===== src/rtl/cart_to_polar.sv =====
`default_nettype none
// ============================================================================
// Module      : cart_to_polar
// Description : Post-FFT reader. Streams the real/imaginary FFT buffers bin
//               by bin, writes each bin's squared magnitude to the magnitude
//               buffer, tracks the strongest bin and pulses go_out at the end
//               of the frame.
// Revision    : 1.0 - initial release
// ============================================================================
module cart_to_polar #(
    parameter int N_BINS = 2048,
    parameter int ADDR_W = 12
) (
    input  logic              clk,
    input  logic              reset_n,
    input  logic              go_in,
    output logic [ADDR_W-1:0] real_buf_addr,
    input  logic [15:0]       real_buf_data,
    output logic [ADDR_W-1:0] imag_buf_addr,
    input  logic [15:0]       imag_buf_data,
    output logic [ADDR_W-1:0] mag_buf_addr,
    output logic [31:0]       mag_buf_data,
    output logic              mag_buf_wren,
    output logic [ADDR_W-1:0] peak_bin,
    output logic [31:0]       peak_mag,
    output logic              busy,
    output logic              go_out
);

    localparam logic [ADDR_W-1:0] c_LAST_ADDR = ADDR_W'(N_BINS - 1);

    localparam logic [1:0] c_ST_IDLE  = 2'd0;
    localparam logic [1:0] c_ST_READ  = 2'd1;
    localparam logic [1:0] c_ST_DRAIN = 2'd2;
    localparam logic [1:0] c_ST_DONE  = 2'd3;

    // ------------------------------------------------------------------------
    // Reset: asserts asynchronously, releases synchronously to clk
    // ------------------------------------------------------------------------
    logic [1:0] r_rst_sync;
    logic       w_rst_n;

    // Two-flop release synchronizer for the external reset
    always_ff @(posedge clk or negedge reset_n) begin
        if (!reset_n) begin
            r_rst_sync <= 2'b00;
        end else begin
            r_rst_sync <= {r_rst_sync[0], 1'b1};
        end
    end

    assign w_rst_n = r_rst_sync[1];

    // ------------------------------------------------------------------------
    // Declarations
    // ------------------------------------------------------------------------
    logic [1:0]        r_state;
    logic [1:0]        w_state_nxt;
    logic [ADDR_W-1:0] r_rd_addr;

    logic              r_v1;       // buffer data valid this cycle
    logic [ADDR_W-1:0] r_a1;
    logic              r_v2;       // squares valid this cycle
    logic [ADDR_W-1:0] r_a2;
    logic [31:0]       r_re_sq;    // bit 31 is always 0 (max 2^30)
    logic [31:0]       r_im_sq;
    logic              r_wren;
    logic [ADDR_W-1:0] r_wr_addr;
    logic [31:0]       r_mag;

    logic [ADDR_W-1:0] r_wk_bin;
    logic [31:0]       r_wk_mag;
    logic [ADDR_W-1:0] r_peak_bin;
    logic [31:0]       r_peak_mag;

    logic              w_start;
    logic              w_issue;
    logic              w_last_addr;
    logic              w_last_write;
    logic              w_take;
    logic [ADDR_W-1:0] w_wk_bin_nxt;
    logic [31:0]       w_wk_mag_nxt;
    logic signed [31:0] w_re_ext;
    logic signed [31:0] w_im_ext;
    logic signed [31:0] w_re_sq;
    logic signed [31:0] w_im_sq;

    assign w_start      = (r_state == c_ST_IDLE) && go_in;
    assign w_issue      = (r_state == c_ST_READ);
    assign w_last_addr  = (r_rd_addr == c_LAST_ADDR);
    assign w_last_write = r_wren && (r_wr_addr == c_LAST_ADDR);

    // ------------------------------------------------------------------------
    // Control FSM
    // ------------------------------------------------------------------------
    // State register
    always_ff @(posedge clk or negedge w_rst_n) begin
        if (!w_rst_n) begin
            r_state <= c_ST_IDLE;
        end else begin
            r_state <= w_state_nxt;
        end
    end

    // Next-state decode and status outputs
    always_comb begin
        w_state_nxt = r_state;
        busy        = 1'b0;
        go_out      = 1'b0;
        case (r_state)
            c_ST_IDLE: begin
                if (go_in) begin
                    w_state_nxt = c_ST_READ;
                end
            end
            c_ST_READ: begin
                busy = 1'b1;
                if (w_last_addr) begin
                    w_state_nxt = c_ST_DRAIN;
                end
            end
            c_ST_DRAIN: begin
                busy = 1'b1;
                if (w_last_write) begin
                    w_state_nxt = c_ST_DONE;
                end
            end
            c_ST_DONE: begin
                go_out      = 1'b1;
                w_state_nxt = c_ST_IDLE;
            end
            default: begin
                w_state_nxt = c_ST_IDLE;
            end
        endcase
    end

    // ------------------------------------------------------------------------
    // Read address generation
    // ------------------------------------------------------------------------
    // Counts 0..N_BINS-1 while reading, otherwise parked at 0
    always_ff @(posedge clk or negedge w_rst_n) begin
        if (!w_rst_n) begin
            r_rd_addr <= '0;
        end else if (w_issue && !w_last_addr) begin
            r_rd_addr <= r_rd_addr + ADDR_W'(1);
        end else begin
            r_rd_addr <= '0;
        end
    end

    assign real_buf_addr = r_rd_addr;
    assign imag_buf_addr = r_rd_addr;

    // ------------------------------------------------------------------------
    // Datapath. The buffers' own output register acts as the capture stage,
    // so the squares are formed straight from the returned data.
    // ------------------------------------------------------------------------
    assign w_re_ext = {{16{real_buf_data[15]}}, real_buf_data};
    assign w_im_ext = {{16{imag_buf_data[15]}}, imag_buf_data};
    assign w_re_sq  = w_re_ext * w_re_ext;
    assign w_im_sq  = w_im_ext * w_im_ext;

    // Valid/address alignment with the buffer read latency
    always_ff @(posedge clk or negedge w_rst_n) begin
        if (!w_rst_n) begin
            r_v1 <= 1'b0;
            r_a1 <= '0;
            r_v2 <= 1'b0;
            r_a2 <= '0;
        end else begin
            r_v1 <= w_issue;
            r_a1 <= r_rd_addr;
            r_v2 <= r_v1;
            r_a2 <= r_a1;
        end
    end

    // Square register stage
    always_ff @(posedge clk or negedge w_rst_n) begin
        if (!w_rst_n) begin
            r_re_sq <= '0;
            r_im_sq <= '0;
        end else if (r_v1) begin
            r_re_sq <= w_re_sq;
            r_im_sq <= w_im_sq;
        end
    end

    // Sum register stage, drives the magnitude buffer write port
    always_ff @(posedge clk or negedge w_rst_n) begin
        if (!w_rst_n) begin
            r_wren    <= 1'b0;
            r_wr_addr <= '0;
            r_mag     <= '0;
        end else begin
            r_wren <= r_v2;
            if (r_v2) begin
                r_wr_addr <= r_a2;
                r_mag     <= r_re_sq + r_im_sq;  // max 2^31, cannot wrap
            end
        end
    end

    assign mag_buf_wren = r_wren;
    assign mag_buf_addr = r_wr_addr;
    assign mag_buf_data = r_mag;

    // ------------------------------------------------------------------------
    // Peak tracking: strict compare keeps the lowest bin on ties
    // ------------------------------------------------------------------------
    assign w_take       = r_wren && (r_mag > r_wk_mag);
    assign w_wk_bin_nxt = w_take ? r_wr_addr : r_wk_bin;
    assign w_wk_mag_nxt = w_take ? r_mag     : r_wk_mag;

    // Working peak, cleared when a frame is accepted
    always_ff @(posedge clk or negedge w_rst_n) begin
        if (!w_rst_n) begin
            r_wk_bin <= '0;
            r_wk_mag <= '0;
        end else if (w_start) begin
            r_wk_bin <= '0;
            r_wk_mag <= '0;
        end else if (r_wren) begin
            r_wk_bin <= w_wk_bin_nxt;
            r_wk_mag <= w_wk_mag_nxt;
        end
    end

    // Published peak, loaded with the last write folded in so it is valid in DONE
    always_ff @(posedge clk or negedge w_rst_n) begin
        if (!w_rst_n) begin
            r_peak_bin <= '0;
            r_peak_mag <= '0;
        end else if (w_last_write) begin
            r_peak_bin <= w_wk_bin_nxt;
            r_peak_mag <= w_wk_mag_nxt;
        end
    end

    assign peak_bin = r_peak_bin;
    assign peak_mag = r_peak_mag;

endmodule
`default_nettype wire


===== config.mk =====
export PLATFORM = sky130hd
export DESIGN_NAME = cart_to_polar
export DESIGN_NICKNAME = d
export VERILOG_FILES = /design/src/rtl/cart_to_polar.sv
export SDC_FILE = /design/constraint.sdc
export NUM_CORES = 2
export LEC_CHECK = 0
export BUFFER_PORTS_ARGS = -buffer_cell sky130_fd_sc_hd__buf_2
export CAP_MARGIN = 0
export CORE_ASPECT_RATIO = 0.7
export CORE_MARGIN = 2
export CORE_UTILIZATION = 40
export DETAILED_ROUTE_END_ITERATION = 7
export SYNTH_ARGS = -nofsm -noshare
export SYNTH_HDL_FRONTEND = slang
export SYNTH_SLANG_ARGS = --single-unit

===== constraint.sdc =====
create_clock -name clk -period 7.6 [get_ports clk]
set_input_delay 1.52 -clock clk [delete_from_list [all_inputs] [get_ports clk]]
set_output_delay 1.52 -clock clk [all_outputs]
set_load 0.02 [all_outputs]

==> impl_metrics.toml <==
[timing]
slew_viol_final = 0
rsz0062_at_grt = "no"
setup_viol = 0
finClkSkew_ns = 0.008792
max_slew_margin_pct = 29.48
max_freq_ghz = 0.1398
hold_viol = 0
finalWorstSetupSlack_ns = 0.4484
timing.final.crit_share_pct = 94.10
worst_slew_pin_slew_ns = 1.058
holdWs_ns = 0.3472
fin_crit_ns = 7.152

[critical_path]
worstPathArrival_ns = 7.57
cp-start-kind = "input pin"
crit_type = "input pin to flop"
path_max_fanout = 6
crit_top_cell = "fa_1"
required_ns = 8.02
cp_slowest_stage_delay_ns = 0.55
cp_slowest_cell = "fa_1"
crit_path_end_kind = "flop"

[clocking]
clk_pin_slew_ns = 0.06
ctsHoldBuffers = 0
cts_setup_buffers = 0
ctsRootBufferMaster = "clkbuf_16"
numCtsBuffers = 24
htreeDepth = 1
clk_latency_ns = 0.53
cts_num_sinks = 237
clockBufferDepth = 3
ctsResizeCount = 0
cts_tree = "yes"

[route]
drc = 0
drtAntennaViolNets = 0
drt-met1-wl_um = 32600
dr_wl_met2_um = 26440
met3WireLength_um = 3026
viasPerCell = 4.725
top_layer_used = "met4"
num_vias = 19220
drt_iter0_markers = 1069
routed_wl_um = 62520
wl_per_cell_um = 15.37
drtPass1Iterations = 5

[hold_path]
hold_path.class = "flop to flop"

[floorplan]
rows = 82
initial_utilization_pct = 40.21
die_width_um = 323.8
die_y_um = 227.8
pin_count = 150
die_area_sq_um = 73770
core-area_sq_um = 71200

[global_routing]
grt_max_degree = 89
grt_pass1_vias = 19910
grt_use_total_pct = 17.76
antenna_found_initial = 1
gr-total-overflow = 0
grt_pass1_wl_um = 105900

[synthesis]
synth_area_sq_um = 28630
ys_async_sr_fraction_pct = 100.0
synthDistinctLibCells = 71
yosys_warnings = 0
ys_seq_elements = 237
synthesis.nets = 3633
yosysSeqAreaShare_pct = 20.71
avgSynthCellArea_sq_um = 9.934
netlist_instances = 2882
synth_edf_count = 0
ys.flop_type = "dfrtp_1"

[final_layout]
final-instance-count-excl-fill = 4067
syn_to_final_growth_pct = 11.15
final_net_count = 3835
final_common_cell = "inv_1"
drive_gt1_share_pct = 13.64
diodes = 0
mostFrequentLayoutCells = "707 x inv_1, 468 x fa_1, 248 x ha_1, 234 x dfrtp_1, 231 x nand2_1"

[run_status]
status = "complete, no violations"

[placed_design]
gp_congestion = 0.8394
place_ws_ns = -0.05582
io_buffers = 149
hpwl_um = 53120
dp.cells = 4024

[run]
cap_violations = 0
layout make-up:
cell class	count	area, sq um
clock buffers	32	660.6
clock inverters	11	100.1
fillers	7040	39380
inverters	709	2661
multi-input cells	1845	19600
flip-flops and latches	237	5937
well taps	966	1209
repair buffers	267	1657
layer usage:
| metal | global-route usage [%] | vias up |
|---|---|---|
| li1 | - | 9244 |
| met1 | 28.65 | 9606 |
| met2 | 26.21 | 334 |
| met3 | 2.175 | 32 |
| met4 | 1.707 | 0 |
| met5 | 0 | - |
synth_stat cells, drive strengths merged, types with 8 or more instances:
library cell,number,area share [%]
nor2,147,1.9
o21a,8,0.21
inv,707,9.3
o21ai,86,1.5
xor2,34,1.0
and3,18,0.39
o21bai,15,0.39
buf,19,0.61
a21oi,78,1.4
and2,88,1.9
nand2b,8,0.17
clkbuf,72,0.94
mux2,86,3.4
nand4,14,0.31
a211oi,16,0.51
a31o,10,0.31
a21o,48,1.3
a31oi,9,0.20
mux2i,48,1.7
nand2,231,3.0
ha,248,11
xnor2,90,2.8
dfrtp,237,21
nor2b,11,0.24
fa,468,33
nor3,9,0.17
nand3,14,0.24
worst max-delay path, delay by kind of cell:
kind,cells,cell delay [ns]
multiplexers,1,0.26
adder cells (fa/ha/maj),7,3.31
buffers and inverters,8,0.77
AO/OA/AOI/OAI,3,0.73
AND/OR/NAND/NOR,5,0.89
XOR/XNOR,1,0.09
cells by family after synthesis:
group | after synthesis | synth area share (%)
AO/OA/AOI/OAI | 310 | 7.076
XOR/XNOR | 124 | 3.793
multiplexers | 134 | 5.061
buffers and inverters | 800 | 10.85
adder cells (fa/ha/maj) | 716 | 43.56
flip-flops | 237 | 20.71
other | 1 | 0.01310
AND/OR/NAND/NOR | 560 | 8.933
state kept, by name (all words and copies together), names as in the netlist:
signal,flops
imag_buf_addr,12
mag_buf_addr,12
mag_buf_data,32
mag_buf_wren,1
peak_bin,12
peak_mag,32
r_a1,12
r_a2,12
r_im_sq,31
r_re_sq,31
r_rst_sync,2
r_state,2
r_v1,1
r_v2,1
r_wk_bin,12
r_wk_mag,32
final timing paths:
kind | from | to | slack [ns] | depth (start not counted)
max in group asynchronous | r_rst_sync[1] | r_im_sq[23] | 5.66 | 1
worst max register to register | mag_buf_data[9] | peak_mag[4] | 4.17 | 11
min in group asynchronous | r_rst_sync[1] | mag_buf_addr[6] | 0.43 | 0
worst min-delay path | r_a1[6] | r_a2[6] | 0.35 | 0
worst max-delay path | real_buf_data[9] | r_re_sq[30] | 0.45 | 25
worst min register to register | r_a1[6] | r_a2[6] | 0.35 | 0
stage by stage:
stage               setup TNS [ns]  utilization [%]  instance area (sq um)
finish                           0            44.69                  31820
global route                     0            44.69                  31820
CTS                              0            44.69                  31820
detailed placement        -0.05582            43.62                  31060
global placement                 0            43.62                  31060
floorplan                        0                -                  28630
Power is not shown: default switching activity piles up to over one toggle a cycle in this logic, so the estimate is an artifact.
